## src/rtl/slurmboy_gpi_debounce.sv

```systemverilog
// Button conditioning for gpi: 2-flop sync, per-button debounce, press pulse, sticky pending flag.
// Latency: gpi/press_evt DEBOUNCE_CYCLES+1 edges after s1 sees a steady level; evt_pending one edge later.
// Backpressure: none; evt_clr clears pending next edge. Auto-repeat via SLURMBOY_GPI_AUTOREPEAT_EN.
module slurmboy_gpi_debounce #(
  parameter int CLK_FREQ             = 25125000,
  parameter int N_BUTTONS            = 6,
  parameter int ACTIVE_LOW           = 1,
  parameter int DEBOUNCE_CYCLES      = CLK_FREQ / 100,
  parameter int REPEAT_DELAY_CYCLES  = CLK_FREQ * 2 / 5,
  parameter int REPEAT_PERIOD_CYCLES = CLK_FREQ / 10
) (
  input  logic                 clk,
  input  logic                 RST,
  input  logic [N_BUTTONS-1:0] btn_in,
  input  logic [N_BUTTONS-1:0] evt_clr,
  output logic [N_BUTTONS-1:0] gpi,
  output logic [N_BUTTONS-1:0] press_evt,
  output logic [N_BUTTONS-1:0] evt_pending
);

  localparam int                   CW       = $clog2(DEBOUNCE_CYCLES);
  localparam logic [CW-1:0]        CNT_LAST = CW'(DEBOUNCE_CYCLES - 1);
  localparam logic [N_BUTTONS-1:0] POL      = {N_BUTTONS{ACTIVE_LOW != 0}};

  if (DEBOUNCE_CYCLES < 2) begin : g_bad_debounce
    $error("DEBOUNCE_CYCLES must be at least 2");
  end

  if (REPEAT_DELAY_CYCLES < 1 || REPEAT_PERIOD_CYCLES < 1) begin : g_bad_repeat
    $error("REPEAT_DELAY_CYCLES and REPEAT_PERIOD_CYCLES must be positive");
  end

  logic [N_BUTTONS-1:0]         s1;
  logic [N_BUTTONS-1:0]         s2;
  logic [N_BUTTONS-1:0]         stable;
  logic [N_BUTTONS-1:0]         stable_nxt;
  logic [N_BUTTONS-1:0]         press_nxt;
  logic [N_BUTTONS-1:0]         evt_nxt;
  logic [N_BUTTONS-1:0][CW-1:0] cnt;
  logic [N_BUTTONS-1:0][CW-1:0] cnt_nxt;

  // Polarity is folded in before the first flop so everything downstream is 1 = pressed.
  always_ff @(posedge clk) begin
    if (RST) begin
      s1 <= '0;
      s2 <= '0;
    end else begin
      s1 <= btn_in ^ POL;
      s2 <= s1;
    end
  end

  always_comb begin
    stable_nxt = stable;
    cnt_nxt    = '0;
    for (int i = 0; i < N_BUTTONS; i++) begin
      if (s2[i] != stable[i]) begin
        if (cnt[i] == CNT_LAST) begin
          stable_nxt[i] = s2[i];
        end else begin
          cnt_nxt[i] = cnt[i] + CW'(1);
        end
      end
    end
  end

  assign press_nxt = stable_nxt & ~stable;

`ifdef SLURMBOY_GPI_AUTOREPEAT_EN
  localparam int RMAX = (REPEAT_DELAY_CYCLES > REPEAT_PERIOD_CYCLES) ?
                        REPEAT_DELAY_CYCLES : REPEAT_PERIOD_CYCLES;
  localparam int            RW          = (RMAX > 1) ? $clog2(RMAX) : 1;
  localparam logic [RW-1:0] DELAY_LAST  = RW'(REPEAT_DELAY_CYCLES - 1);
  localparam logic [RW-1:0] PERIOD_LAST = RW'(REPEAT_PERIOD_CYCLES - 1);

  logic [N_BUTTONS-1:0][RW-1:0] rcnt;
  logic [N_BUTTONS-1:0][RW-1:0] rcnt_nxt;
  logic [N_BUTTONS-1:0]         phase;
  logic [N_BUTTONS-1:0]         phase_nxt;
  logic [N_BUTTONS-1:0]         rep_nxt;

  // phase 0 times the initial delay, phase 1 the repeat period; release wins over a due repeat.
  always_comb begin
    rcnt_nxt  = rcnt;
    phase_nxt = phase;
    rep_nxt   = '0;
    for (int i = 0; i < N_BUTTONS; i++) begin
      if (press_nxt[i] || !stable_nxt[i]) begin
        rcnt_nxt[i]  = '0;
        phase_nxt[i] = 1'b0;
      end else if (rcnt[i] == (phase[i] ? PERIOD_LAST : DELAY_LAST)) begin
        rcnt_nxt[i]  = '0;
        phase_nxt[i] = 1'b1;
        rep_nxt[i]   = 1'b1;
      end else begin
        rcnt_nxt[i] = rcnt[i] + RW'(1);
      end
    end
  end

  always_ff @(posedge clk) begin
    if (RST) begin
      rcnt  <= '0;
      phase <= '0;
    end else begin
      rcnt  <= rcnt_nxt;
      phase <= phase_nxt;
    end
  end

  assign evt_nxt = press_nxt | rep_nxt;
`else
  assign evt_nxt = press_nxt;
`endif

  // Pending is fed from the registered pulse, so a set always lands one edge after press_evt.
  always_ff @(posedge clk) begin
    if (RST) begin
      stable      <= '0;
      cnt         <= '0;
      press_evt   <= '0;
      evt_pending <= '0;
    end else begin
      stable      <= stable_nxt;
      cnt         <= cnt_nxt;
      press_evt   <= evt_nxt;
      evt_pending <= press_evt | (evt_pending & ~evt_clr);
    end
  end

  assign gpi = stable;

endmodule

```

## config.mk

```make
export PLATFORM = sky130hd
export DESIGN_NAME = slurmboy_gpi_debounce
export DESIGN_NICKNAME = d
export VERILOG_FILES = /design/src/rtl/slurmboy_gpi_debounce.sv
export SDC_FILE = /design/constraint.sdc
export NUM_CORES = 1
export LEC_CHECK = 0
export CORE_MARGIN = 2
export CORE_UTILIZATION = 40
export CTS_BUF_LIST = sky130_fd_sc_hd__clkbuf_16
export CTS_CLUSTER_DIAMETER = 40
export DETAILED_ROUTE_END_ITERATION = 7
export PLACE_DENSITY = 0.66
export SETUP_SLACK_MARGIN = 0.1
export SLEW_MARGIN = 15
export SYNTH_ARGS = -nofsm -noshare
export SYNTH_HDL_FRONTEND = slang
export SYNTH_SLANG_ARGS = --single-unit
```

## constraint.sdc

```tcl
create_clock -name clk -period 4.6 [get_ports clk]
set_input_delay 0.46 -clock clk [delete_from_list [all_inputs] [get_ports clk]]
set_output_delay 0.46 -clock clk [all_outputs]
set_load 0.05 [all_outputs]
```

==> results.py, run 1 <==
metrics = {
    "synthesis": {
        "synth_seq_cells": 138,
        "ys.warnings.count": 0,
        "post_synth_xor_area_fraction_pct": 11.6,
        "cells_after_synthesis": 688,
        "synth-simple-area-share_pct": 30.1,
        "yosysSeqAreaShare_pct": 46.3,
        "postSynthNetCount": 714,
        "post_synth_main_area_contributors": "dfxtp_1, xnor2_1, nor2_1, xor2_1, nand3_1",
        "synth_async_sr_flop_share_pct": 0,
        "synth_compound_gate_area_share_pct": 6.17,
        "synth_top_family_by_area": "simple AND/OR/NAND/NOR gates",
        "postSynthAreaPerCell_um2": 8.67,
        "synthFlopType": "dfxtp_1",
        "synthDominantAreaCellType": "dfxtp_1",
        "arithmetic_cell_share_of_the_synthesized_area_counting_full_adders_half_adders_and_majority_gates_pct": 2.52,
        "synth.mux.area_fraction_pct": 0,
        "synth_enable_flop_cells": 0,
        "netlist.area_leader.share_pct": 46.3,
        "yosys.cell_types.count": 38,
        "synthesis.area_um2": 5970,
    },
    "cells_and_area": {
        "design.final.nets": 747,
        "layout.cells.most_common_list": "dfxtp_1, nor2_1, xnor2_1",
        "areaGrowthSynthToFinish_pct": 19.3,
        "mostFrequentLayoutCell": "dfxtp_1",
        "num_antenna_cells": 0,
        "post_route_cells_drive_above_1_share_pct": 5.99,
    },
    "die": {
        "pin_count": 32,
        "die_width_um": 126,
        "die-height_um": 126,
        "floorplan.initialDensity_pct": 41.0,
        "dieArea_um2": 15900,
        "core_area_um2": 14500,
        "num_rows": 44,
    },
    "drt": {
        "drtPass1Iterations": 4,
        "antenna_violating_nets_post_route": 0,
        "routed-via-count": 4786,
        "routed_wire_length_per_instance_um": 12.6,
        "drtIter0Drc": 288,
        "ratio_of_routed_vias_to_standard_cells": 5.21,
        "drt_wl_total_mm": 11.6,
        "route.detailed.drc": 0,
    },
    "timing": {
        "layout_setup_ws_ps": 2470,
        "hold_violations": 0,
        "fmax_mhz": 469,
        "setup_tns_ps": 0,
        "setup_viol": 0,
        "period_share_pct": 46.4,
        "post-route-min-period_ps": 2130,
        "fin_worst_skew_ps": 4.72,
        "slew_viol_final": 0,
        "max-slew-margin-rel_pct": 39.4,
        "grt_setup_unrepaired": "no",
        "worst_slew_pin_slew_ps": 907,
    },
    "power": {
        "share_clk_of_total_power_pct": 54.2,
        "vdd_ir_drop_max_mv": 0.260,
        "switching_power_of_the_nets_uw": 532,
        "pwr_density_cell_nw_per_um2": 381,
        "power.share.sequential_pct": 44.5,
        "power.switching_fraction_pct": 19.6,
        "cellInternalPower_uw": 2180,
        "power.combinational.fraction_pct": 1.3,
        "leakagePower_uw": 0.00213,
    },
    "clocking": {
        "clock_path_buffers": 2,
        "ctsRootBufferMaster": "clkbuf_16",
        "postCtsSetupRepairBufs": 0,
        "clkLatencyLatePin_ps": 410,
        "numCtsBuffers": 17,
        "cts_hold_repair.buffers": 0,
        "clk_pin_slew_worst_paths_ps": 60,
        "clock_sink_count": 138,
        "cts_repair_resize_count": 0,
        "ctsHtreeMaxLevel": 4,
        "cts_tree": "done",
    },
    "status": {
        "result_of_the_run": "finished clean",
    },
    "placed_design": {
        "placement.io_buffers": 31,
        "post-place-ws_ps": 1990,
        "globalplace.congestion": 0.823,
        "hpwlAfterDp_mm": 8.26,
    },
    "global_routing": {
        "antenna_found_initial": 0,
        "grt_start_max_net_pins": 26,
        "gr_usage_total_pct": 15.5,
        "first_pass_grt_wire_length_mm": 20.6,
        "gr-total-overflow": 0,
        "grt_pass1_vias": 4747,
    },
    "critical_path": {
        "setup.worst_path.end_class": "output port",
        "timing.critical_path.buf_inv": 1,
        "cp_top_family": "buffers and inverters",
        "timing_worst_setup_path_type": "register to output port",
        "critical_path_required_ps": 4140,
        "crit_path_cell_trace": "clkdlybuf4s50_1",
        "critical_path_arrival_ps": 1670,
        "worst_path_max_delay_cell": "clkdlybuf4s50_1",
        "startpoint_type": "register",
        "worstPathMaxFanout": 4,
        "cp_slowest_stage_delay_ps": 840,
    },
    "hold_path": {
        "min_path_type": "register to register",
    },
    "flow_run": {
        "max_cap_viol": 0,
    },
}
-- path summary, 6_finish.rpt --
check | start | endpoint | slack, ps | depth (start not counted)
setup / recovery | gpi[5] | gpi[5] | 2470 | 1
hold / removal | s1[2] | s2[2] | 430 | 1
setup reg to reg | cnt[94] | cnt[107] | 2580 | 4
hold reg to reg | s1[2] | s2[2] | 430 | 1
-- through the flow --
step / total power (uW) / area [um^2] / instances / util [%] / hold slack, ps
floorplan: 1250 / 5970 / 688 / - / 414
global placement: 1270 / 6450 / 886 / 44.4 / 420
detailed placement: 1270 / 6450 / 886 / 44.4 / 424
CTS: 2740 / 7100 / 918 / 48.8 / 432
global route: 2810 / 7120 / 918 / 49.0 / 454
finish: 2710 / 7120 / 918 / 49.0 / 432
-- kinds of logic (layout without fill, tap and decap cells) --
group | after synthesis | in the layout
adders and majority gates | 12 | 12
DFF | 138 | 138
and+or+nand+nor | 338 | 338
AOI/OAI and AO/OA | 69 | 69
buffers and inverters | 52 | 98
xor gates and xnor gates | 79 | 79
-- power groups by stage --
stage / Combinational (uW) / Clock [uW] / Sequential, uW
2_1_floorplan: 18.8 / 0 / 1230
3_3_place_gp: 34.2 / 0 / 1230
3_5_place_dp: 34.9 / 0 / 1230
4_1_cts: 35.1 / 1500 / 1210
5_1_grt: 40.0 / 1570 / 1210
6_report: 35.1 / 1470 / 1210
-- per-layer routing --
| layer | wire (um) | global-route usage, % |
|---|---|---|
| met1 | 5500 | 18.9 |
| met2 | 5520 | 25.6 |
| met3 | 395 | 4.33 |
| met4 | 172 | 6.85 |
| met5 | 0 | 0 |
-- cell type report --
type                       count  area [um^2]
clock buffer                  17          425
clock inverter                15          225
fill                        1389         7420
inverter                      34          128
multi-input combinational    498         3030
sequential                   138         2760
tap                          184          230
timing repair buffer          32          318
-- state kept, by name, summed over array words and instances, names as in the netlist --
register     count
cnt            108
evt_pending      6
gpi              6
press_evt        6
s1               6
s2               6
-- cells in the mapped netlist (3+ instances only) --
cell type  count
nand4b_1       3
o21ai_1        5
or3_1         21
and3_1         6
nor3_1        18
dfxtp_1      138
and2_1         4
inv_1         34
nand3b_1       7
nor2b_1        8
nand3_1       45
xor2_1        26
ha_1          12
nor4bb_1       5
nor2_1       112
nor4_1        19
or4_1          8
nor4b_1        6
and4_1        10
xnor2_1       53
o31ai_1        3
clkbuf_1      17
o21ai_0       22
nand2_1       28
a21oi_1       35
nand4_1       28
Power figures use the tool's default switching activity.
==> run 2, diff against run 1 <==
PLACE_DENSITY = 0.68   (was 0.66)
clock period = 1.9 ns   (was 4.6 ns; I/O delays follow)
==> run 2 against run 1 <==
Against the previous run:
- clock skew up 4.5 ps
- first-iteration DRC count down 5.6%
- global-route usage down 0.19 points
- register-to-register slack worse by 2500 ps
- via count up 2.3%
- largest cell class unchanged
- largest power group unchanged
- highest routed layer unchanged
==> results.py, run 2 (synthesis results as in run 1) <==
metrics = {
    "drt": {
        "ratio_of_routed_vias_to_standard_cells": 5.12,
        "drtIter0Drc": 272,
        "route.detailed.drc": 0,
        "routed_wire_length_per_instance_um": 12.1,
        "drtPass1Iterations": 4,
        "drt_wl_total_mm": 11.6,
        "routed-via-count": 4896,
        "antenna_violating_nets_post_route": 0,
    },
    "cells_and_area": {
        "post_route_cells_drive_above_1_share_pct": 11.1,
        "stdcell_area_um2": 7390,
        "areaGrowthSynthToFinish_pct": 23.9,
        "register_ranked_first_by_flip_flop_count": "cnt",
        "n_fill_cell": 1386,
        "largest_register_ffs": 108,
        "design.final.nets": 786,
        "num_antenna_cells": 0,
        "mostFrequentLayoutCell": "dfxtp_1",
        "layout.cells.most_common_list": "dfxtp_1, nor2_1, xnor2_1",
    },
    "hold_path": {
        "min_from": "btn_in[5]",
        "min_path_type": "input port to register",
    },
    "clocking": {
        "ctsHtreeMaxLevel": 4,
        "ctsRootBufferMaster": "clkbuf_16",
        "clkLatencyLatePin_ps": 420,
        "cts_tree": "done",
        "clk_pin_slew_worst_paths_ps": 60,
        "clock_sink_count": 138,
        "cts_hold_repair.buffers": 0,
        "numCtsBuffers": 17,
        "clock_path_buffers": 2,
    },
    "critical_path": {
        "crit-reg2reg-capture": "cnt[35]",
        "timing_worst_setup_path_type": "register to register",
        "worstPathMaxFanout": 5,
        "reg2reg_slack_ps": 130,
        "setup.worst_path.end_class": "register",
        "timing.reg2reg.worst_path_depth": 4,
        "startpoint_type": "register",
        "r2r-start": "cnt[24]",
        "critPathLaunch": "cnt[24]",
        "crit_end": "cnt[35]",
        "critical_path_arrival_ps": 2120,
        "critical_path_required_ps": 2240,
    },
    "global_routing": {
        "grt_start_max_net_pins": 37,
        "gr-total-overflow": 0,
        "antenna_found_initial": 0,
        "first_pass_grt_wire_length_mm": 20.2,
        "grt_pass1_vias": 4522,
        "gr_usage_total_pct": 15.3,
    },
    "timing": {
        "post-route-min-period_ps": 1770,
        "layout_setup_ws_ps": 127,
        "period_share_pct": 93.3,
        "slew_viol_final": 0,
        "setup_viol": 0,
        "hold_violations": 0,
        "hold_ws_ps": 283,
        "grt_setup_unrepaired": "yes",
        "fin_worst_skew_ps": 9.27,
        "worst_slew_pin_slew_ps": 505,
        "setup_tns_ps": 0,
        "max-slew-margin-rel_pct": 66.3,
        "fmax_mhz": 564,
    },
    "die": {
        "die-height_um": 126,
        "floorplan.initialDensity_pct": 41.0,
        "pin_count": 32,
        "num_rows": 44,
        "die_width_um": 126,
        "dieArea_um2": 15900,
        "core_area_um2": 14500,
    },
    "power": {
        "vdd_ir_drop_max_mv": 0.878,
        "leakagePower_uw": 0.00239,
        "pwr_density_cell_nw_per_um2": 845,
    },
    "placed_design": {
        "placement.cell_area_um2": 6750,
        "placement.io_buffers": 31,
        "hpwlAfterDp_mm": 7.98,
        "post-place-ws_ps": 71.5,
        "globalplace.congestion": 0.820,
    },
    "status": {
        "result_of_the_run": "finished clean",
    },
    "flow_run": {
        "max_cap_viol": 0,
    },
}
-- run 2: where the power goes --
group	internal [uW]	switching, uW	total, uW
Combinational	50.5	47.6	98.1
Sequential	2910	9.27	2920
Clock	2030	1200	3230
Total	4990	1250	6250
-- run 2: cell type report --
type / count / area, um^2 / share of cell area, %
repair buffers: 71 / 631 / 8.53
clock buffers: 17 / 425 / 5.76
clock inverters: 15 / 160 / 2.17
multi-input cells: 498 / 3050 / 41.2
well taps: 184 / 230 / 3.11
flip-flops and latches: 138 / 2770 / 37.5
inverters: 34 / 128 / 1.73
-- run 2: worst min-delay path by stage --
stage / end / depth (start not counted)
2_1_floorplan: s1[5] / 1
3_3_place_gp: s2[3] / 1
3_5_place_dp: s2[1] / 1
4_1_cts: s1[5] / 2
5_1_grt: s1[3] / 2
6_report: s1[5] / 2
-- run 2: metal layers --
layer / global-route usage [%] / up-vias / wire length (um)
li1: - / 2540 / -
met1: 19.2 / 2285 / 5720
met2: 24.9 / 63 / 5340
met3: 5.27 / 8 / 435
met4: 4.65 / 0 / 84
met5: 0 / - / 0
-- run 2: worst max-delay path, stage by stage, from the launching register on --
cell     delay, ps
dfxtp_2        370
nand4_4        130
or4_4          580
or4_1          470
a21oi_1        150
-- run 2: what timing repair did --
item,4_1_cts,5_1_grt
pin swaps,0,3
resized for setup,10,12
setup buffers,0,2
setup endpoints to repair,9,40
-- run 2: metrics by stage --
step | utilization [%] | instances | total power (uW)
3_3_place_gp | 46.5 | 923 | 3080
6_report | 50.9 | 957 | 6250
4_1_cts | 50.4 | 955 | 6340
5_1_grt | 50.9 | 957 | 6470
3_5_place_dp | 46.5 | 923 | 3080
2_1_floorplan | - | 688 | 3030
